### config.mk
export PLATFORM = sky130hd
export DESIGN_NAME = adder_4bit
export DESIGN_NICKNAME = d
export VERILOG_FILES = /design/src/rtl/full_adder.sv /design/src/rtl/adder_4bit.sv
export SDC_FILE = /design/constraint.sdc
export NUM_CORES = 1
export LEC_CHECK = 0
export ABC_AREA = 1
export BUFFER_PORTS_ARGS = -buffer_cell sky130_fd_sc_hd__buf_2
export CAP_MARGIN = 40
export CORE_AREA = 3 3 40 42
export DETAILED_ROUTE_END_ITERATION = 16
export DIE_AREA = 0 0 43 45
export GPL_TIMING_DRIVEN = 1
export PLACE_DENSITY = 0.43
export RECOVER_POWER = 25
export SLEW_MARGIN = 30
export SYNTH_ARGS = -nofsm -noshare
export SYNTH_HDL_FRONTEND = slang
export SYNTH_HIERARCHICAL = 1
export SYNTH_SLANG_ARGS = --single-unit
### constraint.sdc
create_clock -name clk -period 2.76 [get_ports clk]
set_clock_uncertainty 0.05 [all_clocks]
set_input_delay 0.828 -clock clk [delete_from_list [all_inputs] [get_ports clk]]
set_output_delay 0.828 -clock clk [all_outputs]
set_load 0.05 [all_outputs]
### src/rtl/full_adder.sv
// rtl/full_adder.sv - single-bit full adder stage of the ripple-carry chain
module full_adder (
    input  logic a,
    input  logic b,
    input  logic cin,
    output logic s,
    output logic cout
);

    logic p;

    assign p    = a ^ b;
    assign s    = p ^ cin;
    assign cout = (a & b) | (cin & p);

endmodule

### src/rtl/adder_4bit.sv
// rtl/adder_4bit.sv - four-stage ripple-carry adder with registered sum and carry out
module adder_4bit #(
    parameter int WIDTH = 4
) (
    input  logic             clk,
    input  logic             rst_n,
    input  logic [WIDTH-1:0] a,
    input  logic [WIDTH-1:0] b,
    input  logic             cin,
    output logic [WIDTH-1:0] s,
    output logic             cout
);

    logic [2:0] c;
    logic [3:0] s_next;
    logic       cout_next;

    // Carry ripples stage 0 -> 3; the cin-to-cout path is the critical one.
    full_adder u_fa0 (.a(a[0]), .b(b[0]), .cin(cin),  .s(s_next[0]), .cout(c[0]));
    full_adder u_fa1 (.a(a[1]), .b(b[1]), .cin(c[0]), .s(s_next[1]), .cout(c[1]));
    full_adder u_fa2 (.a(a[2]), .b(b[2]), .cin(c[1]), .s(s_next[2]), .cout(c[2]));
    full_adder u_fa3 (.a(a[3]), .b(b[3]), .cin(c[2]), .s(s_next[3]), .cout(cout_next));

    always_ff @(posedge clk) begin
        if (!rst_n) begin
            s    <= '0;
            cout <= 1'b0;
        end else begin
            s    <= s_next;
            cout <= cout_next;
        end
    end

endmodule

# After elaboration in Yosys (flattened, before gate mapping)
# Index checks and enable logic that the tools add are counted.
dict set report totals {
  elab_cells 22
  regBits 5
  inputBits 11
}
dict set report classes {
  n_bitwise 20
}
# cell count
set op_table {}
lappend op_table {{1-bit AND} 8}
lappend op_table {{1-bit bitwise XOR} 8}
lappend op_table {{1-bit bitwise OR} 4}

# Logic depth before layout (Yosys ltp)
# Gate-level depths: netlist of the first run.
dict set report logic_depth {
  ltp_word 9
  ltp_mapped 6
}

# Cells and area by module
# Netlist of the first run, hierarchy kept.
# module area_each_um2 seq_area_each_um2 cells_each instances
set modules_own_cells {}
lappend modules_own_cells {adder_4bit 137.6 100.1 15 1}
lappend modules_own_cells {full_adder 20.0 0.0 1 4}

# Least setup slack after synthesis of the first run
# OpenSTA, ideal clock, no wires.
dict set report synth_path {
  kind {input-to-reg}
  from {input a[0]}
  to {register s[3]}
  arrival_time_ns 2.527
  required_time_ns 2.601
  stages 6
  setup_slack_ns 0.074
  path_cell_list {fa_1 -> fa_1 -> fa_1 -> fa_1 -> nand2_1 -> inv_1}
}
dict set report synth_via {
  elab_chain_len 8
}
# element line_no
set synth_lines {}
lappend synth_lines {{start: declaration} adder_4bit.sv:7} ;# input logic [WIDTH-1:0] a,
lappend synth_lines {{1-bit bitwise XOR} full_adder.sv:12} ;# assign p = a ^ b;
lappend synth_lines {{1-bit AND} full_adder.sv:14} ;# assign cout = (a & b) | (cin & p);
lappend synth_lines {{1-bit bitwise OR *} full_adder.sv:14}
lappend synth_lines {{1-bit AND *} full_adder.sv:14}
lappend synth_lines {{1-bit bitwise OR *} full_adder.sv:14}
lappend synth_lines {{named net c[1]} adder_4bit.sv:14} ;# logic [2:0] c;
lappend synth_lines {{1-bit AND *} full_adder.sv:14}
lappend synth_lines {{1-bit bitwise OR *} full_adder.sv:14}
lappend synth_lines {{named net c[2]} adder_4bit.sv:14}
lappend synth_lines {{1-bit bitwise XOR *} full_adder.sv:13} ;# assign s = p ^ cin;
lappend synth_lines {{named net s_next[3]} adder_4bit.sv:15} ;# logic [3:0] s_next;
lappend synth_lines {{end signal: assignment} adder_4bit.sv:29} ;# s <= s_next;
lappend synth_lines {{end: declaration} adder_4bit.sv:10} ;# output logic [WIDTH-1:0] s,
# The timed path passes the listed nets; every way through them passes the cells marked *.
# A chain may end at the register's enable or synchronous reset.

# Worst setup path after layout of the first run
dict set report layout_path {
  from {input a[0]}
  to {register s[3]}
}
dict set report layout_via {
  elab_chain_len 8
}
# element line_no
set layout_lines {}
lappend layout_lines {{1-bit bitwise XOR} full_adder.sv:12}
lappend layout_lines {{1-bit AND} full_adder.sv:14}
lappend layout_lines {{1-bit bitwise OR *} full_adder.sv:14}
lappend layout_lines {{named net c[0]} adder_4bit.sv:14}
lappend layout_lines {{1-bit AND *} full_adder.sv:14}
lappend layout_lines {{1-bit bitwise OR *} full_adder.sv:14}
lappend layout_lines {{named net c[1]} adder_4bit.sv:14}
lappend layout_lines {{1-bit AND *} full_adder.sv:14}
lappend layout_lines {{1-bit bitwise OR *} full_adder.sv:14}
lappend layout_lines {{named net c[2]} adder_4bit.sv:14}
lappend layout_lines {{1-bit bitwise XOR *} full_adder.sv:13}
lappend layout_lines {{named net s_next[3]} adder_4bit.sv:15}
# Marked as above.

==> impl_metrics.csv, run 1 <==
group,metric,value,unit
setup_path,crit_path_end_kind,"register",
power,clkPwrFrac,36.5,%
logic_synthesis,synth_edf_count,0,
placed_design,gp_congestion,0.582,
clocking,cts_resized,0,
cells_and_area,fillers,145,
detailed_routing,ant_nets,0,
detailed_routing,drc_errors,0,
cells_and_area,drive_above_1_share,42.1,%
cells_and_area,fin_nets,54,
detailed_routing,wl_per_cell,7.47,um
logic_synthesis,synth_area,218,um^2
cells_and_area,seq_area,100,um^2
placed_design,placement.io_buffers,15,
floorplanning,rows,13,
detailed_routing,drtPass1Iterations,2,
logic_synthesis,synthTopCellsByCount,"dfxtp_1 (5), inv_1 (5), nand2_1 (5), fa_1 (4)",
logic_synthesis,synthTopCellsByArea,"dfxtp_1 (46%), fa_1 (37%), inv_1 (8.6%)",
power,comb_power_share,27.3,%
floorplanning,fp.dieArea,0.00194,mm^2
logic_synthesis,ys_seq_area_share,46.0,%
clocking,cts_max_path_buffers,2,
logic_synthesis,synth_top_area_cell,"dfxtp_1",
clocking,cts_root_buf,"clkbuf_4",
clocking,cts_tree,"done",
logic_synthesis,ys_async_sr_fraction,0,%
floorplanning,fp.dieW,43,um
logic_synthesis,yosys.cell_types.count,4,
power,seqPwrFrac,36.3,%
clocking,cts_setup_buffers,0,
power,p_switching,0.0740,mW
sta,timing.final.ws_setup,0.178,ns
clocking,cts_buffers,3,
global_routing,grt_pass1_vias,166,
global_routing,grt_pass1_wl,627,um
cells_and_area,utilization,26.1,%
sta,tightest_slew,0.589,ns
floorplanning,pin_count,16,
logic_synthesis,synth_fp_nets,34,
power,max-vdd-ir-drop,0.160,mV
sta,final_hold_viol_count,0,
logic_synthesis,synth-main-ff-cell,"dfxtp_1",
logic_synthesis,yosys_warnings,6,
floorplanning,core,0.00128,mm^2
detailed_routing,vias_per_cell,3.17,
cells_and_area,area_growth,54.0,%
sta,rsz0062_at_grt,"false",
detailed_routing,drt_wl_total,396,um
setup_path,cp_data_arrival_time,2.67,ns
power,cellLeakagePower,0.193,nW
sta,relSlewSlack,60.9,%
setup_path,critPathKind,"input port to register",
outcome,status,"finished clean",
power,internal-power,0.153,mW
logic_synthesis,yosysTopAreaCellShare,46.0,%
job,cap_violations,0,
setup_path,critPathMaxFanout,1,
setup_path,crit_required,2.85,ns
detailed_routing,drt-initial-drc-count,2,
placed_design,placed_cells,49,
sta,setup_viol,0,
sta,period_needed,2.58,ns
cells_and_area,final_cells,53,
power,pwr_density_cell,677,mW/mm^2
global_routing,antenna_found_initial,0,
global_routing,grt_start_max_net_pins,6,
sta,fmax,387,MHz
floorplanning,initial_core_util,16.9,%
sta,slew_viol_final,0,
cells_and_area,diodes,0,
clocking,cts.sinks,5,
global_routing,gr-usage-all-layers,5.03,%
logic_synthesis,netlist_instances,19,
cells_and_area,multi_input_area,98.8,um^2
clocking,ctsHoldBuffers,0,
logic_synthesis,syn_avg_cell_area,11.5,um^2
min_path,min_path_type,"input port to register",
detailed_routing,vias,168,
global_routing,grt_overflow,0,
clocking,h-tree-depth,1,
sta,timing.final.crit_share,93.5,%
logic_synthesis,postSynthRegisterBits,5,
power,p_sw_share,32.6,%
placed_design,place_ws,-0.0859,ns
setup_path,start_kind,"input port",
floorplanning,die_h,45,um
clocking,clk_pin_slew_worst_paths,0.04,ns
==> worst max-delay path: stages <==
cell and delay (ns):
clkbuf_1 0.09, fa_1 0.43, fa_1 0.39, fa_1 0.38, fa_1 0.43, nand2_1 0.08
inv_1 0.03
==> per-stage QoR <==
step | power [mW] | hold WS (ns) | setup TNS, ns | area [um^2]
after floorplan | 0.127 | 0.871 | 0 | 218
after global placement | 0.147 | 1.02 | -0.136 | 312
after detailed placement | 0.147 | 1.03 | -0.115 | 312
after CTS | 0.232 | 0.783 | 0 | 338
after global routing | 0.241 | 0.812 | 0 | 335
final | 0.227 | 0.785 | 0 | 335
==> routing by layer <==
layer	routed length, um	part of all wire (%)	global-route usage (%)
met1	183	46	5.42
met2	123	31	5.09
met3	88	22	3.59
met4	0	0	7.23
met5	0	0	0
==> logic make-up after synthesis <==
family | Yosys count | share of synthesized area, %
buf+inv | 5 | 8.62
flops | 5 | 46.0
fa+ha+maj | 4 | 36.8
simple gates | 5 | 8.62
==> registers in the layout (all words and copies together) (netlist names) <==
register	cells
cout	1
s	4
==> final cells by class <==
cell class | count | share of cell area, %
Clock buffer | 4 | 7.84
Tap cell | 15 | 5.60
Timing Repair Buffer | 15 | 21.6
Sequential cell | 5 | 29.9
Multi-Input combinational cell | 9 | 29.5
Inverter | 5 | 5.60
==> final timing paths <==
path | cells past startpoint | slack (ns) | endpoint | startpoint
worst max-delay path | 7 | 0.18 | s[3] | a[0]
worst min-delay path | 3 | 0.79 | s[0] | rst_n
==> layout by cell type (no fill, tap or decap) <==
master,netlist,final
clkbuf_4,0,3
buf_2,0,13
inv_1,5,5
dfxtp_1,5,5
nand2_1,5,5
fa_1,4,4
clkbuf_1,0,3
==> power by group through the flow <==
| stage | combinational (mW) | sequential, mW | clock, mW |
|---|---|---|---|
| global route | 0.0685 | 0.0829 | 0.0895 |
| detailed placement | 0.0632 | 0.0837 | 0 |
| finish | 0.0620 | 0.0823 | 0.0828 |
| CTS | 0.0633 | 0.0824 | 0.0868 |
| global placement | 0.0633 | 0.0836 | 0 |
| floorplan | 0.0134 | 0.113 | 0 |
(Power assumes the default switching activity.)
==> inputs of run 2 (changes only) <==
--- a/config.mk
+++ b/config.mk
@@ -5,14 +5,13 @@
 export SDC_FILE = /design/constraint.sdc
 export NUM_CORES = 1
 export LEC_CHECK = 0
-export ABC_AREA = 1
 export BUFFER_PORTS_ARGS = -buffer_cell sky130_fd_sc_hd__buf_2
 export CAP_MARGIN = 40
 export CORE_AREA = 3 3 40 42
 export DETAILED_ROUTE_END_ITERATION = 16
 export DIE_AREA = 0 0 43 45
 export GPL_TIMING_DRIVEN = 1
-export PLACE_DENSITY = 0.43
+export PLACE_DENSITY = 0.42
 export RECOVER_POWER = 25
 export SLEW_MARGIN = 30
 export SYNTH_ARGS = -nofsm -noshare
==> run 2 against run 1 <==
  * Wire length decreased by 4.8%
  * Synthesized area decreased by 2.9%
  * Via count decreased by 7.7%
  * Flip-flop and latch count did not move
  * Critical path type unchanged
  * Critical endpoint unchanged
  * Worst hold slack improved by 0.0031 ns
  * Largest cell class is now multi-input gates
==> impl_metrics.csv, run 2 <==
group,metric,value,unit
setup_path,cp.depth,6,
power,clkPwrFrac,36.4,%
logic_synthesis,yosys.cell_types.count,3,
clocking,ctsHoldBuffers,0,
detailed_routing,vias_per_cell,3.23,
sta,slew_viol_final,0,
cells_and_area,multi_input_area,111,um^2
global_routing,grt_start_max_net_pins,6,
cells_and_area,diodes,0,
logic_synthesis,synth-main-ff-cell,"dfxtp_1",
logic_synthesis,muxShareOfSynthArea,0,%
logic_synthesis,synth_top_family_by_area,"adder cells",
cells_and_area,largest_register_ffs,4,
clocking,cts_buffers,3,
cells_and_area,utilization,25.6,%
logic_synthesis,synthTopCellsByCount,"and2_1 (5), dfxtp_1 (5), fa_1 (4)",
cells_and_area,area_growth,55.6,%
sta,period_needed,2.63,ns
floorplanning,fp.dieW,43,um
cells_and_area,top_regs,"s x4, cout x1",
global_routing,grt_pass1_vias,189,
sta,rsz0062_at_grt,"false",
setup_path,cp_data_arrival_time,2.71,ns
detailed_routing,wl_per_cell,7.85,um
logic_synthesis,synthAdderAreaFrac,37.9,%
detailed_routing,drt_wl_total,377,um
floorplanning,initial_core_util,16.5,%
detailed_routing,ant_nets,0,
sta,setup_tns,0,ns
floorplanning,die_h,45,um
clocking,cts_resized,0,
clocking,cts_max_path_buffers,2,
logic_synthesis,yosysTopAreaCellShare,47.3,%
setup_path,cp_num_buf_inv,1,
cells_and_area,final_cells,48,
cells_and_area,final_cell_mix,"buf_2 (13), and2_1 (5), dfxtp_1 (5)",
sta,timing.final.ws_setup,0.125,ns
setup_path,critPathMaxFanout,1,
detailed_routing,drt-initial-drc-count,0,
logic_synthesis,synthXorXnorAreaFrac,0,%
detailed_routing,drc_errors,0,
power,p_switching,0.0695,mW
logic_synthesis,ys_async_sr_fraction,0,%
floorplanning,rows,13,
cells_and_area,fin_area,329,um^2
setup_path,crit_required,2.84,ns
setup_path,crit_start,"a[0]",
setup_path,slowest_delay,0.43,ns
logic_synthesis,synth-compound-area-share,0,%
cells_and_area,seq_area,100,um^2
cells_and_area,fillers,144,
power,max-vdd-ir-drop,0.116,mV
detailed_routing,vias,155,
logic_synthesis,synth-simple-area-share,14.8,%
global_routing,antenna_found_initial,0,
floorplanning,core,0.00128,mm^2
floorplanning,pin_count,16,
power,pwr_density_cell,678,mW/mm^2
clocking,cts_tree,"done",
placed_design,gp_congestion,0.590,
global_routing,gr-usage-all-layers,4.87,%
clocking,h-tree-depth,1,
logic_synthesis,synth_edf_count,0,
logic_synthesis,yosys_warnings,6,
sta,relSlewSlack,60.6,%
power,p_sw_share,31.2,%
placed_design,placed_cells,44,
setup_path,critPathKind,"input port to register",
setup_path,cp-endpoint,"s[3]",
detailed_routing,drtPass1Iterations,1,
setup_path,crit_family,"adder cells",
placed_design,detailed_place.area,305,um^2
cells_and_area,fin_nets,49,
clocking,cts_root_buf,"clkbuf_4",
logic_synthesis,postSynthRegisterBits,5,
sta,final_hold_viol_count,0,
global_routing,grt_overflow,0,
job,cap_violations,0,
logic_synthesis,synth_area,211,um^2
power,comb_power_share,26.8,%
clocking,cts_setup_buffers,0,
cells_and_area,top_register,"s",
global_routing,grt_pass1_wl,669,um
cells_and_area,final_common_cell,"buf_2",
clocking,clk_pin_slew_worst_paths,0.04,ns
clocking,cts.sinks,5,
placed_design,place_ws,-0.149,ns
floorplanning,fp.dieArea,0.00194,mm^2
cells_and_area,drive_above_1_share,48.5,%
logic_synthesis,synthTopCellsByArea,"dfxtp_1 (47%), fa_1 (38%), and2_1 (15%)",
sta,fmax,380,MHz
outcome,status,"finished clean",
power,internal-power,0.154,mW
setup_path,crit_path_end_kind,"register",
power,cellLeakagePower,0.156,nW
setup_path,start_kind,"input port",
logic_synthesis,netlist_instances,14,
logic_synthesis,synth_fp_nets,29,
min_path,min_path_type,"input port to register",
sta,setup_viol,0,
setup_path,path_cells,"clkbuf_1 > fa_1 > fa_1 > fa_1 > fa_1 > and2_1",
sta,timing.final.crit_share,95.5,%
logic_synthesis,synth_top_area_cell,"dfxtp_1",
sta,tightest_slew,0.594,ns
logic_synthesis,ys_seq_area_share,47.3,%
setup_path,crit_slowest_cell,"fa_1",
logic_synthesis,syn_avg_cell_area,15.1,um^2
placed_design,placement.io_buffers,15,
setup_path,crit_path_frequent_cell,"fa_1",
power,seqPwrFrac,36.8,%
[run 2: cell types whose count changed in the layout (fill, tap and decap cells not counted)]
cell | previous run | this run
and2_1 | 0 | 5
inv_1 | 5 | 0
nand2_1 | 5 | 0
[run 2: power by group through the flow]
stage	Clock [mW]	Sequential, mW	Combinational, mW
floorplan	0	0.113	0.0113
global placement	0	0.0833	0.0609
detailed placement	0	0.0833	0.0621
CTS	0.0858	0.0821	0.0621
global route	0.0881	0.0827	0.0667
finish	0.0812	0.0821	0.0598
[run 2: per-layer routing]
metal / wire length (um) / track usage (%)
met1: 137 / 4.43
met5: 0 / 0
met3: 48 / 1.20
met4: 0 / 7.23
met2: 191 / 7.49
[run 2: metrics by stage]
stage | power, mW | hold WS, ns
2_1_floorplan | 0.124 | 0.900
3_3_place_gp | 0.144 | 1.03
3_5_place_dp | 0.145 | 1.03
4_1_cts | 0.230 | 0.780
5_1_grt | 0.237 | 0.817
6_report | 0.223 | 0.788
[run 2: how the worst min path moves through the flow]
stage / slack, ns / endpoint / from / cells after the start
5_1_grt: 0.82 / s[2] / rst_n / 2
3_5_place_dp: 1.03 / s[0] / rst_n / 2
6_report: 0.79 / s[0] / rst_n / 2
2_1_floorplan: 0.90 / cout / rst_n / 1
4_1_cts: 0.78 / s[0] / rst_n / 2
3_3_place_gp: 1.03 / s[0] / rst_n / 2
[run 2: area by class of cell]
class | count | share of cell area (%)
multi-input combinational | 9 | 33.8
sequential | 5 | 30.4
timing repair buffer | 15 | 22.1
clock buffer | 4 | 7.98
tap | 15 | 5.70
[run 2: kinds of logic (layout without fill, tap and decap cells)]
family,after synthesis,after routing
fa+ha+maj,4,4
buf+inv,0,19
flops,5,5
simple gates,5,5
